### src/rtl/cam_axi_lite_regbank.sv
// AXI4-Lite slave register bank for the camera capture path: frame-buffer base,
// one-shot capture control, general-purpose RW words and a read-only status word.
module cam_axi_lite_regbank #(
  parameter int          C_S_AXI_LITE_ADDR_WIDTH = 9,
  parameter int          C_S_AXI_LITE_DATA_WIDTH = 32,
  parameter int          NUM_REGS                = 8,
  parameter logic [31:0] C_FB_START_ADDRESS      = 32'h1A00_0000,
  parameter int          ONE_SHOT_PULSE_LENGTH   = 20
) (
  input  logic                                aclk,
  input  logic                                reset,
  input  logic                                s_axi_lite_awvalid,
  output logic                                s_axi_lite_awready,
  input  logic [C_S_AXI_LITE_ADDR_WIDTH-1:0]  s_axi_lite_awaddr,
  input  logic                                s_axi_lite_wvalid,
  output logic                                s_axi_lite_wready,
  input  logic [C_S_AXI_LITE_DATA_WIDTH-1:0]  s_axi_lite_wdata,
  input  logic [3:0]                          s_axi_lite_wstrb,
  output logic                                s_axi_lite_bvalid,
  input  logic                                s_axi_lite_bready,
  output logic [1:0]                          s_axi_lite_bresp,
  input  logic                                s_axi_lite_arvalid,
  output logic                                s_axi_lite_arready,
  input  logic [C_S_AXI_LITE_ADDR_WIDTH-1:0]  s_axi_lite_araddr,
  output logic                                s_axi_lite_rvalid,
  input  logic                                s_axi_lite_rready,
  output logic [C_S_AXI_LITE_DATA_WIDTH-1:0]  s_axi_lite_rdata,
  output logic [1:0]                          s_axi_lite_rresp,
  output logic [C_S_AXI_LITE_DATA_WIDTH-1:0]  fb_start_address,
  output logic                                init_done,
  output logic                                one_shot_state,
  output logic                                one_shot_trigger,
  output logic [(NUM_REGS-2)*C_S_AXI_LITE_DATA_WIDTH-1:0] gp_regs,
  input  logic [C_S_AXI_LITE_DATA_WIDTH-1:0]  status_in
);

  localparam int DW    = C_S_AXI_LITE_DATA_WIDTH;
  localparam int IDX_W = C_S_AXI_LITE_ADDR_WIDTH - 2;
  localparam int GP_N  = NUM_REGS - 2;
  localparam int CNT_W = $clog2(ONE_SHOT_PULSE_LENGTH + 1);
  localparam logic [IDX_W-1:0] STATUS_IDX = IDX_W'(NUM_REGS);
  localparam logic [1:0] RESP_OKAY   = 2'b00;
  localparam logic [1:0] RESP_SLVERR = 2'b10;

  typedef enum logic {W_IDLE, W_RESP} w_state_t;
  typedef enum logic {R_IDLE, R_DATA} r_state_t;

  w_state_t w_state_reg, w_state_next;
  r_state_t r_state_reg, r_state_next;

  logic             awready_reg, wready_reg, bvalid_reg;
  logic [1:0]       bresp_reg;
  logic [IDX_W-1:0] aw_idx_reg;
  logic [DW-1:0]    wdata_reg;
  logic [3:0]       wstrb_reg;

  logic             arready_reg, rvalid_reg;
  logic [DW-1:0]    rdata_reg;
  logic [1:0]       rresp_reg;

  logic [DW-1:0]    fb_reg;
  logic             init_done_reg, state_bit_reg;
  logic [CNT_W-1:0] pulse_cnt_reg;

  logic             commit, trigger_load;
  logic [IDX_W-1:0] ar_idx;
  logic [DW-1:0]    rd_data;
  logic [1:0]       rd_resp;
  logic             unused_addr_bits;

  // Byte-lane merge of the latched write data onto an existing register value.
  function automatic logic [DW-1:0] merge(input logic [DW-1:0] old_val,
                                          input logic [DW-1:0] new_val,
                                          input logic [3:0]    strb);
    logic [DW-1:0] result;
    result = old_val;
    for (int b = 0; b < 4; b++) begin
      if (strb[b]) result[b*8 +: 8] = new_val[b*8 +: 8];
    end
    return result;
  endfunction

  assign unused_addr_bits = ^{s_axi_lite_awaddr[1:0], s_axi_lite_araddr[1:0]};
  assign ar_idx = s_axi_lite_araddr[C_S_AXI_LITE_ADDR_WIDTH-1:2];

  // Both halves latched while idle: this edge writes the registers.
  assign commit = (w_state_reg == W_IDLE) && !awready_reg && !wready_reg;
  assign trigger_load = commit && (aw_idx_reg == IDX_W'(1)) && wstrb_reg[0] && wdata_reg[1];

  always_ff @(posedge aclk) begin
    if (reset) begin
      w_state_reg <= W_IDLE;
      r_state_reg <= R_IDLE;
    end else begin
      w_state_reg <= w_state_next;
      r_state_reg <= r_state_next;
    end
  end

  always_comb begin
    w_state_next = w_state_reg;
    r_state_next = r_state_reg;
    case (w_state_reg)
      W_IDLE:  if (commit) w_state_next = W_RESP;
      W_RESP:  if (s_axi_lite_bready) w_state_next = W_IDLE;
      default: w_state_next = W_IDLE;
    endcase
    case (r_state_reg)
      R_IDLE:  if (s_axi_lite_arvalid && arready_reg) r_state_next = R_DATA;
      R_DATA:  if (s_axi_lite_rready) r_state_next = R_IDLE;
      default: r_state_next = R_IDLE;
    endcase
  end

  always_ff @(posedge aclk) begin
    if (reset) begin
      awready_reg <= 1'b1;
      wready_reg  <= 1'b1;
      bvalid_reg  <= 1'b0;
      bresp_reg   <= RESP_OKAY;
      aw_idx_reg  <= '0;
      wdata_reg   <= '0;
      wstrb_reg   <= '0;
    end else if (w_state_reg == W_IDLE) begin
      if (s_axi_lite_awvalid && awready_reg) begin
        aw_idx_reg  <= s_axi_lite_awaddr[C_S_AXI_LITE_ADDR_WIDTH-1:2];
        awready_reg <= 1'b0;
      end
      if (s_axi_lite_wvalid && wready_reg) begin
        wdata_reg  <= s_axi_lite_wdata;
        wstrb_reg  <= s_axi_lite_wstrb;
        wready_reg <= 1'b0;
      end
      if (commit) begin
        bvalid_reg <= 1'b1;
        bresp_reg  <= (aw_idx_reg > STATUS_IDX) ? RESP_SLVERR : RESP_OKAY;
      end
    end else if (s_axi_lite_bready) begin
      bvalid_reg  <= 1'b0;
      awready_reg <= 1'b1;
      wready_reg  <= 1'b1;
    end
  end

  always_ff @(posedge aclk) begin
    if (reset) begin
      fb_reg        <= C_FB_START_ADDRESS;
      init_done_reg <= 1'b0;
      state_bit_reg <= 1'b0;
    end else if (commit) begin
      if (aw_idx_reg == '0) begin
        fb_reg        <= merge(fb_reg, wdata_reg, wstrb_reg);
        init_done_reg <= 1'b1;
      end
      if (aw_idx_reg == IDX_W'(1) && wstrb_reg[0]) state_bit_reg <= wdata_reg[0];
    end
  end

  // Retriggering reloads the counter, so the pulse is stretched rather than restarted.
  always_ff @(posedge aclk) begin
    if (reset) begin
      pulse_cnt_reg <= '0;
    end else if (trigger_load) begin
      pulse_cnt_reg <= CNT_W'(ONE_SHOT_PULSE_LENGTH);
    end else if (pulse_cnt_reg != '0) begin
      pulse_cnt_reg <= pulse_cnt_reg - 1'b1;
    end
  end

  generate
    for (genvar gi = 0; gi < GP_N; gi++) begin : g_gp
      logic [DW-1:0] gp_reg;
      always_ff @(posedge aclk) begin
        if (reset) begin
          gp_reg <= '0;
        end else if (commit && aw_idx_reg == IDX_W'(gi + 2)) begin
          gp_reg <= merge(gp_reg, wdata_reg, wstrb_reg);
        end
      end
      assign gp_regs[gi*DW +: DW] = gp_reg;
    end
  endgenerate

  always_comb begin
    rd_data = '0;
    rd_resp = RESP_OKAY;
    for (int i = 0; i < GP_N; i++) begin
      if (ar_idx == IDX_W'(i + 2)) rd_data = gp_regs[i*DW +: DW];
    end
    if (ar_idx == '0) begin
      rd_data = fb_reg;
    end else if (ar_idx == IDX_W'(1)) begin
      rd_data = {{(DW-2){1'b0}}, one_shot_trigger, state_bit_reg};
    end else if (ar_idx == STATUS_IDX) begin
      rd_data = status_in;
    end else if (ar_idx > STATUS_IDX) begin
      rd_resp = RESP_SLVERR;
    end
  end

  always_ff @(posedge aclk) begin
    if (reset) begin
      arready_reg <= 1'b1;
      rvalid_reg  <= 1'b0;
      rdata_reg   <= '0;
      rresp_reg   <= RESP_OKAY;
    end else if (r_state_reg == R_IDLE) begin
      if (s_axi_lite_arvalid && arready_reg) begin
        arready_reg <= 1'b0;
        rvalid_reg  <= 1'b1;
        rdata_reg   <= rd_data;
        rresp_reg   <= rd_resp;
      end
    end else if (s_axi_lite_rready) begin
      rvalid_reg  <= 1'b0;
      arready_reg <= 1'b1;
    end
  end

  assign s_axi_lite_awready = awready_reg;
  assign s_axi_lite_wready  = wready_reg;
  assign s_axi_lite_bvalid  = bvalid_reg;
  assign s_axi_lite_bresp   = bresp_reg;
  assign s_axi_lite_arready = arready_reg;
  assign s_axi_lite_rvalid  = rvalid_reg;
  assign s_axi_lite_rdata   = rdata_reg;
  assign s_axi_lite_rresp   = rresp_reg;
  assign fb_start_address   = fb_reg;
  assign init_done          = init_done_reg;
  assign one_shot_state     = state_bit_reg;
  assign one_shot_trigger   = (pulse_cnt_reg != '0);

endmodule

### config.mk
export PLATFORM = sky130hd
export DESIGN_NAME = cam_axi_lite_regbank
export DESIGN_NICKNAME = d
export VERILOG_FILES = /design/src/rtl/cam_axi_lite_regbank.sv
export SDC_FILE = /design/constraint.sdc
export NUM_CORES = 1
export LEC_CHECK = 0
export BUFFER_PORTS_ARGS = -buffer_cell sky130_fd_sc_hd__buf_4
export CAP_MARGIN = 20
export CORE_MARGIN = 5
export CORE_UTILIZATION = 55
export CTS_BUF_LIST = sky130_fd_sc_hd__clkbuf_4 sky130_fd_sc_hd__clkbuf_8
export DETAILED_ROUTE_END_ITERATION = 8
export PLACE_DENSITY_LB_ADDON = 0.2
export SETUP_SLACK_MARGIN = 0.4
export SLEW_MARGIN = 10
export SYNTH_ARGS = -nofsm -noshare
export SYNTH_HDL_FRONTEND = slang
export SYNTH_SLANG_ARGS = --single-unit
### constraint.sdc
create_clock -name aclk -period 2.3 [get_ports aclk]
set_input_delay 0.23 -clock aclk [delete_from_list [all_inputs] [get_ports aclk]]
set_output_delay 0.23 -clock aclk [all_outputs]
set_load 0.1 [all_outputs]
Word-level counts from Yosys, hierarchy flattened. Index checks and enable logic that the tools add are counted. W data, S select, Z words.

Output and inout port bits: 268. Word-level logic and storage cells: 167. Register bits after elaboration: 317. Input bits: 93.

$lt $le $gt $ge: 2. Eq/ne operators: 17. Mux-type cells: 36. Reduce and logical (&&, ||, !) cells: 64. $add $sub $neg: 1. Bitwise gates (word level): 2.

Operator list (number): $mux W32 (9); $reduce_and A2 Y1 (34); $eq A7 B3 Y1 const B (8); $eq A7 B2 Y1 const B (4); $mux W1 (18); $logic_and A1 B1 Y1 (15); $eq A7 B1 Y1 const B (2); $gt A7 B4 Y1 const B (2); $logic_not A7 Y1 (2); $reduce_and A3 Y1 (4); $mux W2 (5); $mux W5 (2); $reduce_bool A2 Y1 (5); $eq A7 B4 Y1 const B (1); $reduce_bool A5 Y1 (1); $sub A5 B1 Y5 const B (1); $ne A2 B2 Y1 const B (2); $pmux W1 S2 (2); $logic_not A1 Y1 (2); $not A1 Y1 (2); $reduce_or A2 Y1 (1).

Depth between registers and ports, before layout. Gate-level depths: netlist of run 1.

Depth in word-level cells: 10. Mapped depth: 9. Gate-level depth less buffers: 7.

Least setup slack after synthesis of run 1. No wires, ideal clock.

Path kind: register to register. Start: register pulse_cnt_reg[0]. End: register rdata_reg[1], in the netlist s_axi_lite_rdata[1]. Setup slack: -0.035 ns. Required time: 2.170 ns. Library setup time: 0.130 ns. Clock period less this slack: 2.335 ns. Data arrival time: 2.205 ns. Path buffers: 1. Cell stages (with the launch flop): 9. Cell sequence: dfxtp_1 -> inv_1 -> ha_1 -> or4b_2 -> clkbuf_1 -> nor2_1 -> nor2_1 -> o21ai_0 -> o22ai_1.

Longest elaborated chain between the ends: 3.

Ends and longest elaborated chain: start: declaration (line 63) `logic [CNT_W-1:0] pulse_cnt_reg;`; start signal: assignment (line 164) `pulse_cnt_reg <= CNT_W'(ONE_SHOT_PULSE_LENGTH);`; start signal: assignment (line 166) `pulse_cnt_reg <= pulse_cnt_reg - 1'b1;`; $reduce_bool A5 Y1 (line 231) `assign one_shot_trigger = (pulse_cnt_reg != '0);`; net one_shot_trigger (line 32) `output logic one_shot_trigger,`; $mux W32 (line 192) `end else if (ar_idx == IDX_W'(1)) begin`; $mux W32 (line 190) `if (ar_idx == '0) begin`; end signal: assignment (line 211) `rdata_reg <= rd_data;`; end: declaration (line 58) `logic [DW-1:0] rdata_reg;`.

The timed path passes the listed nets, and every way through them passes these cells. A chain may end at the register's enable or synchronous reset.

Worst setup path after layout of run 1.
Start: register pulse_cnt_reg[0]. End: output one_shot_trigger.

Longest elaborated chain between the ends: 1.

Ends and longest elaborated chain (line): $reduce_bool A5 Y1 (231); end: declaration (32).

Every way passes these cells.

==> summary.txt, run 1 <==
CTS
  – CTS Root Cell: clkbuf_8
  – Clock sink count: 315
  – CTS Buffer Depth: 3
  – Clock Latency Late Sink: 0.58 ns
  – CTS H-tree lvls: 2
  – CTS tree: yes
  – Reg clk slew, reported paths: about 0.070 ns
  – Clock buffer count from CTS: 50

Placement
  – Dpl hpwl: around 38,000 microns
  – Routability Congestion: 0.933
  – Port bufs: around 350
  – Placed insts: 2,386

Die
  – Core ar.: 25,100 sq um
  – Chip width: 170 microns
  – Starting Density: 55.8%
  – IO Pins: 361
  – Area of the die: 28,700 sq um
  – Die Ht: 170 microns
  – FP Rows: 58

Synthesis
  – Synthesized area per cell: 7.79 sq um
  – Synth Instances: 1,797
  – Seq/Total Area, Yosys: 45.0%
  – Top cell type's share of synthesized area: 45.0%
  – Async SR Flop Fraction: 0%
  – Yosys warning count: 0
  – Count leader, synth: nand2_1
  – Predominant post-synthesis flop cell: dfxtp_1
  – Synth area leader: dfxtp_1
  – Synth cell count leaders: 460 x nand2_1, 315 x dfxtp_1, 292 x a21oi_1, 130 x nor2_1, 100 x clkbuf_1
  – Distinct cells, synth: 61
  – EDFF count, synth: 0
  – Synth area leaders: dfxtp_1 45%, nand2_1 12%, a21oi_1 10%
  – #FFs+latches synth: ~320
  – Mapped Area: about 14,000 sq um

STA
  – Worst slew pin tran: 0.561 ns
  – Final hold vios: 0
  – Setup TNS Final: 0 ns
  – Slew HR: 62.1%
  – Tcrit/Tclk final: between 80 and 90%
  – Fin Clk Skew: 0.0325 ns
  – Fmax: between 0.4 and 0.5 GHz
  – RSZ-0062 raised after global routing: true
  – Final setup violation count: 0
  – Minimum clock period after layout: just over 2 ns
  – Pins Over Slew Limit: 0
  – Final hold slack: around 0.032 ns

Power
  – Pleak: a little under 0.008 uW
  – Worst VDD drop: 0.542 mV
  – Pwr dens: 665 nW/um^2

Setup path
  – Critical path arrival: ~1.8 ns
  – WS Path Type: reg -> out
  – CP Launch Type: register
  – Req. time, crit path: 2.07 ns
  – Setup crit end kind: primary output
  – CP max FO: 4

Layout
  – Filler instances: 1,796
  – Nets: 2,281
  – Share of layout cells above drive strength 1: a little under a third
  – Largest register FFs: 192
  – Syn-to-layout area delta: 38.2%
  – Diodes inserted: 0
  – Cell Count, Final, Fillers Out: 2,554

Global routing
  – GRT met3 Usage: 8.92%
  – Vias in the first global route: 15,200
  – Met1 usage: 47.8%
  – Total gr overflow: 0
  – GRT Max-Usage Layer: met2
  – Tot GR Track Use: 37.6%
  – Global-route wire length before repair: between 80,000 and 90,000 microns
  – Largest net degree at the start of global routing: 84
  – GRT met2 Usage: 60.6%
  – Initial antenna violation count: 0

Detailed routing
  – Drt first pass iters: 6
  – DRC Markers: 0
  – Post-route ant nets: 0
  – Routed wire length: 57,900 microns
  – Post-DR wirelength/cell: 22.7 microns
  – Vias per inst: about 6.2
  – Via count: ~16,000
  – Iter 0 DRT Violations: ~2,200

Flow run
  – Max-cap violations: 0

Outcome
  – Status: completed

Min path
  – Min-delay worst type: in -> reg
## metal layers
layer	wire [microns]	up-vias	share of wire, %
li1	-	6969	-
met1	21100	7466	36
met2	26900	1290	46
met3	7100	232	12
met4	2840	0	4.9
met5	0	-	0
## worst max-delay path: stages (launching register included)
cell     delay [ns]
dfxtp_2        0.33
inv_2          0.06
ha_4           0.14
or4b_4         0.51
buf_12         0.19
## kinds of logic after synthesis
family                     Yosys count  share of synthesized area (%)
muxes                               52                           3.84
and+or+nand+nor                    777                           24.6
xor gates and xnor gates             2                          0.125
buffers and inverters              177                           5.75
adders and majority gates            1                         0.0894
other                                1                         0.0268
DFF                                315                           45.0
AOI/OAI and AO/OA                  472                           20.5
## metrics by stage
step	total power (uW)	setup WS [ns]	util [%]	instance area [sq um]
global route	13200	0.217	77.1	19300
CTS	12700	0.262	74.9	18800
floorplan	7020	0.398	-	14000
global placement	7490	0.0967	67.7	17000
detailed placement	7520	0.0681	67.7	17000
finish	12900	0.259	77.1	19300
## final timing paths
path / from / endpoint / slack, ns / cells after the start
worst max-delay path: pulse_cnt_reg[0] / one_shot_trigger / 0.26 / 4
worst min-delay path: status_in[5] / s_axi_lite_rdata[5] / 0.03 / 3
worst min register to register: g_gp[1].gp_reg[13] / g_gp[1].gp_reg[13] / 0.47 / 2
worst max register to register: s_axi_lite_awready / g_gp[0].gp_reg[22] / 0.29 / 7
## where the power goes
group	leakage [uW]	total, uW	internal, uW	switching (uW)
clock network	0.000583	5090	2850	2240
registers	0.00255	5770	5590	185
logic	0.00470	2000	705	1290
## cell type report
cell class	count	area, sq um	area share [%]
Clock buffer	81	1040	5.37
Clock inverter	8	40.0	0.207
Inverter	8	30.0	0.155
Multi-Input combinational cell	1306	7390	38.2
Sequential cell	315	6320	32.7
Tap cell	330	413	2.13
Timing Repair Buffer	506	4110	21.3
## cell usage in the layout, fill, tap and decap left out, types with 7 or more instances in the layout
cell           instances
a21o_1                23
a21oi_1              265
a21oi_2               33
a221o_1               25
a31oi_1               25
and3_1                12
buf_12                11
buf_4                434
buf_6                  8
clkbuf_4              12
clkbuf_8              69
clkinv_2               8
dfxtp_1              306
dlygate4sd3_1         50
mux2i_1               45
nand2_1              419
nand2_2               32
nand2_4                9
nand2b_1               7
nand3_1               52
nand3_2                8
nand3_4                8
nor2_1               127
nor2b_1               36
o21ai_0               18
o221ai_1              24
o22ai_1                7
o41ai_1               23
## what timing repair did
action / in CTS / in global routing
setup buffers: 18 / 9
endpoints found under the hold margin: 53 / 0
gates resized for setup: 35 / 127
setup endpoints to repair: 193 / 188
hold buffers: 50 / 0
gates cloned: 0 / 2
pin swaps: 9 / 49
Power figures use the tool's default switching activity.
==> run 2, diff against run 1 <==
- PLACE_DENSITY: not set -> 0.82
- PLACE_DENSITY_LB_ADDON: 0.2 -> not set
==> summary.txt, run 2 (synthesis results as in run 1) <==
Outcome
  – Status: completed

Detailed routing
  – Drt first pass iters: 6
  – Iter 0 DRT Violations: 2,258
  – Post-route ant nets: 0
  – Routed wl met3: 7050 microns
  – Met1 Wirelength: 20,400 microns
  – Max Used Layer: met4
  – DRC Markers: 0
  – Via count: 16,000
  – DR WL met2: 26,300 microns
  – Vias per inst: 6.28
  – Post-DR wirelength/cell: 22.6 microns
  – Routed wire length: 57,400 microns

Setup path
  – Worst Path Buf+Inv: 2
  – WS Path Type: reg -> out
  – Req. time, crit path: between 2 and 2.5 ns
  – Critical path's top delay family: simple AND/OR/NAND/NOR gates
  – CP max FO: 3
  – Setup crit end kind: primary output
  – Critical-path top delay cell: or4b_4
  – Critical path cell sequence: inv_2 > ha_4 > or4b_4 > buf_12
  – Critical path arrival: 1.79 ns
  – CP Launch Type: register
  – Slowest stage delay, CP: 0.50 ns

Global routing
  – Tot GR Track Use: 37.0%
  – Vias in the first global route: 15,200
  – Total gr overflow: 0
  – Global-route wire length before repair: 84,500 microns
  – Initial antenna violation count: 0
  – Largest net degree at the start of global routing: 105

Placement
  – Dpl hpwl: 37,900 microns
  – Post-DP Area: 16,900 sq um
  – Routability Congestion: roughly 0.94
  – Placed insts: 2,383
  – Port bufs: 354

CTS
  – Clock buffer count from CTS: 51
  – Clock sink count: 315
  – CTS tree: yes
  – Clock Latency Late Sink: slightly below 0.6 ns
  – Reg clk slew, reported paths: 0.06 ns
  – CTS Buffer Depth: 3
  – CTS H-tree lvls: 2
  – CTS Root Cell: clkbuf_8

Power
  – Pwr dens: 670 nW/um^2
  – PnR Total Power: 12,800 uW
  – Worst VDD drop: 0.492 mV
  – Pleak: slightly below 0.008 uW

Layout
  – Diodes inserted: 0
  – Leading cell types in the layout, fill and taps excluded: 423 x buf_4, 413 x nand2_1, 305 x dfxtp_1
  – Largest register FFs: around 190
  – Cell Count, Final, Fillers Out: ~2,500
  – Most common cell after layout, fill and taps aside: buf_4
  – Design area: 19,100 sq um
  – Share of layout cells above drive strength 1: a little under a third
  – Syn-to-layout area delta: 36.6%
  – Nets: about 2,300

Die
  – Starting Density: 55.8%
  – IO Pins: around 360
  – Chip width: 170 microns
  – Core ar.: 25,100 sq um
  – FP Rows: 58
  – Die Ht: 170 microns
  – Area of the die: ~29,000 sq um

Min path
  – Min-delay worst type: in -> reg

STA
  – Fmax: 0.495 GHz
  – Worst slew pin tran: 0.733 ns
  – Tcrit/Tclk final: 87.9%
  – Final hold vios: 0
  – Slew HR: 51.1%
  – Minimum clock period after layout: 2.02 ns
  – Final hold slack: 0.0294 ns
  – RSZ-0062 raised after global routing: true
  – Fin Clk Skew: roughly 0.016 ns
  – Pins Over Slew Limit: 0
  – Final setup violation count: 0
  – Setup TNS Final: 0 ns

Flow run
  – Max-cap violations: 0
[run 2: what timing repair did]
item	4_1_cts	5_1_grt
cloned	0	2
setup buffers	4	13
endpoints found under the hold margin	52	0
setup endpoints to repair	136	144
gates resized for setup	29	113
hold buffers	49	0
pin swaps	1	34
[run 2: cell type report]
cell class / count / area (sq um)
multi-input cells: 1307 / 7320
well taps: 330 / 413
repair buffers: 491 / 3960
clock inverters: 10 / 100
fillers: 1838 / 5990
inverters: 8 / 30.0
clock buffers: 78 / 967
flip-flops and latches: 315 / 6320
[run 2: path summary, 6_finish.rpt]
check                          start                    to  slack [ns]  cells past startpoint
hold reg to reg   g_gp[4].gp_reg[14]    g_gp[4].gp_reg[14]        0.47                      2
setup reg to reg       aw_idx_reg[4]     g_gp[0].gp_reg[0]        0.37                      7
hold / removal         status_in[23]  s_axi_lite_rdata[23]        0.03                      3
setup / recovery    pulse_cnt_reg[0]      one_shot_trigger        0.28                      4
[run 2: per-layer routing]
| metal | track usage [%] | up-vias |
|---|---|---|
| met5 | 0 | - |
| met1 | 45.7 | 7441 |
| met2 | 60.7 | 1276 |
| li1 | - | 6947 |
| met3 | 8.01 | 291 |
| met4 | 19.9 | 0 |
[run 2: per-stage QoR]
step | setup slack, ns | utilization (%)
2_1_floorplan | 0.398 | -
6_report | 0.278 | 76.2
3_3_place_gp | 0.220 | 67.5
4_1_cts | 0.221 | 74.3
5_1_grt | 0.248 | 76.2
3_5_place_dp | 0.215 | 67.5
[run 2: power breakdown]
| group | switching, uW | internal, uW |
|---|---|---|
| logic | 1280 | 657 |
| clock network | 2220 | 2890 |
| registers | 191 | 5590 |
| total | 3680 | 9130 |
[run 2: tightest hold or removal path: cells and delay by family]
kind            cells  cell delay (ns)
compound gates      2             0.25
buf+inv             1             0.08
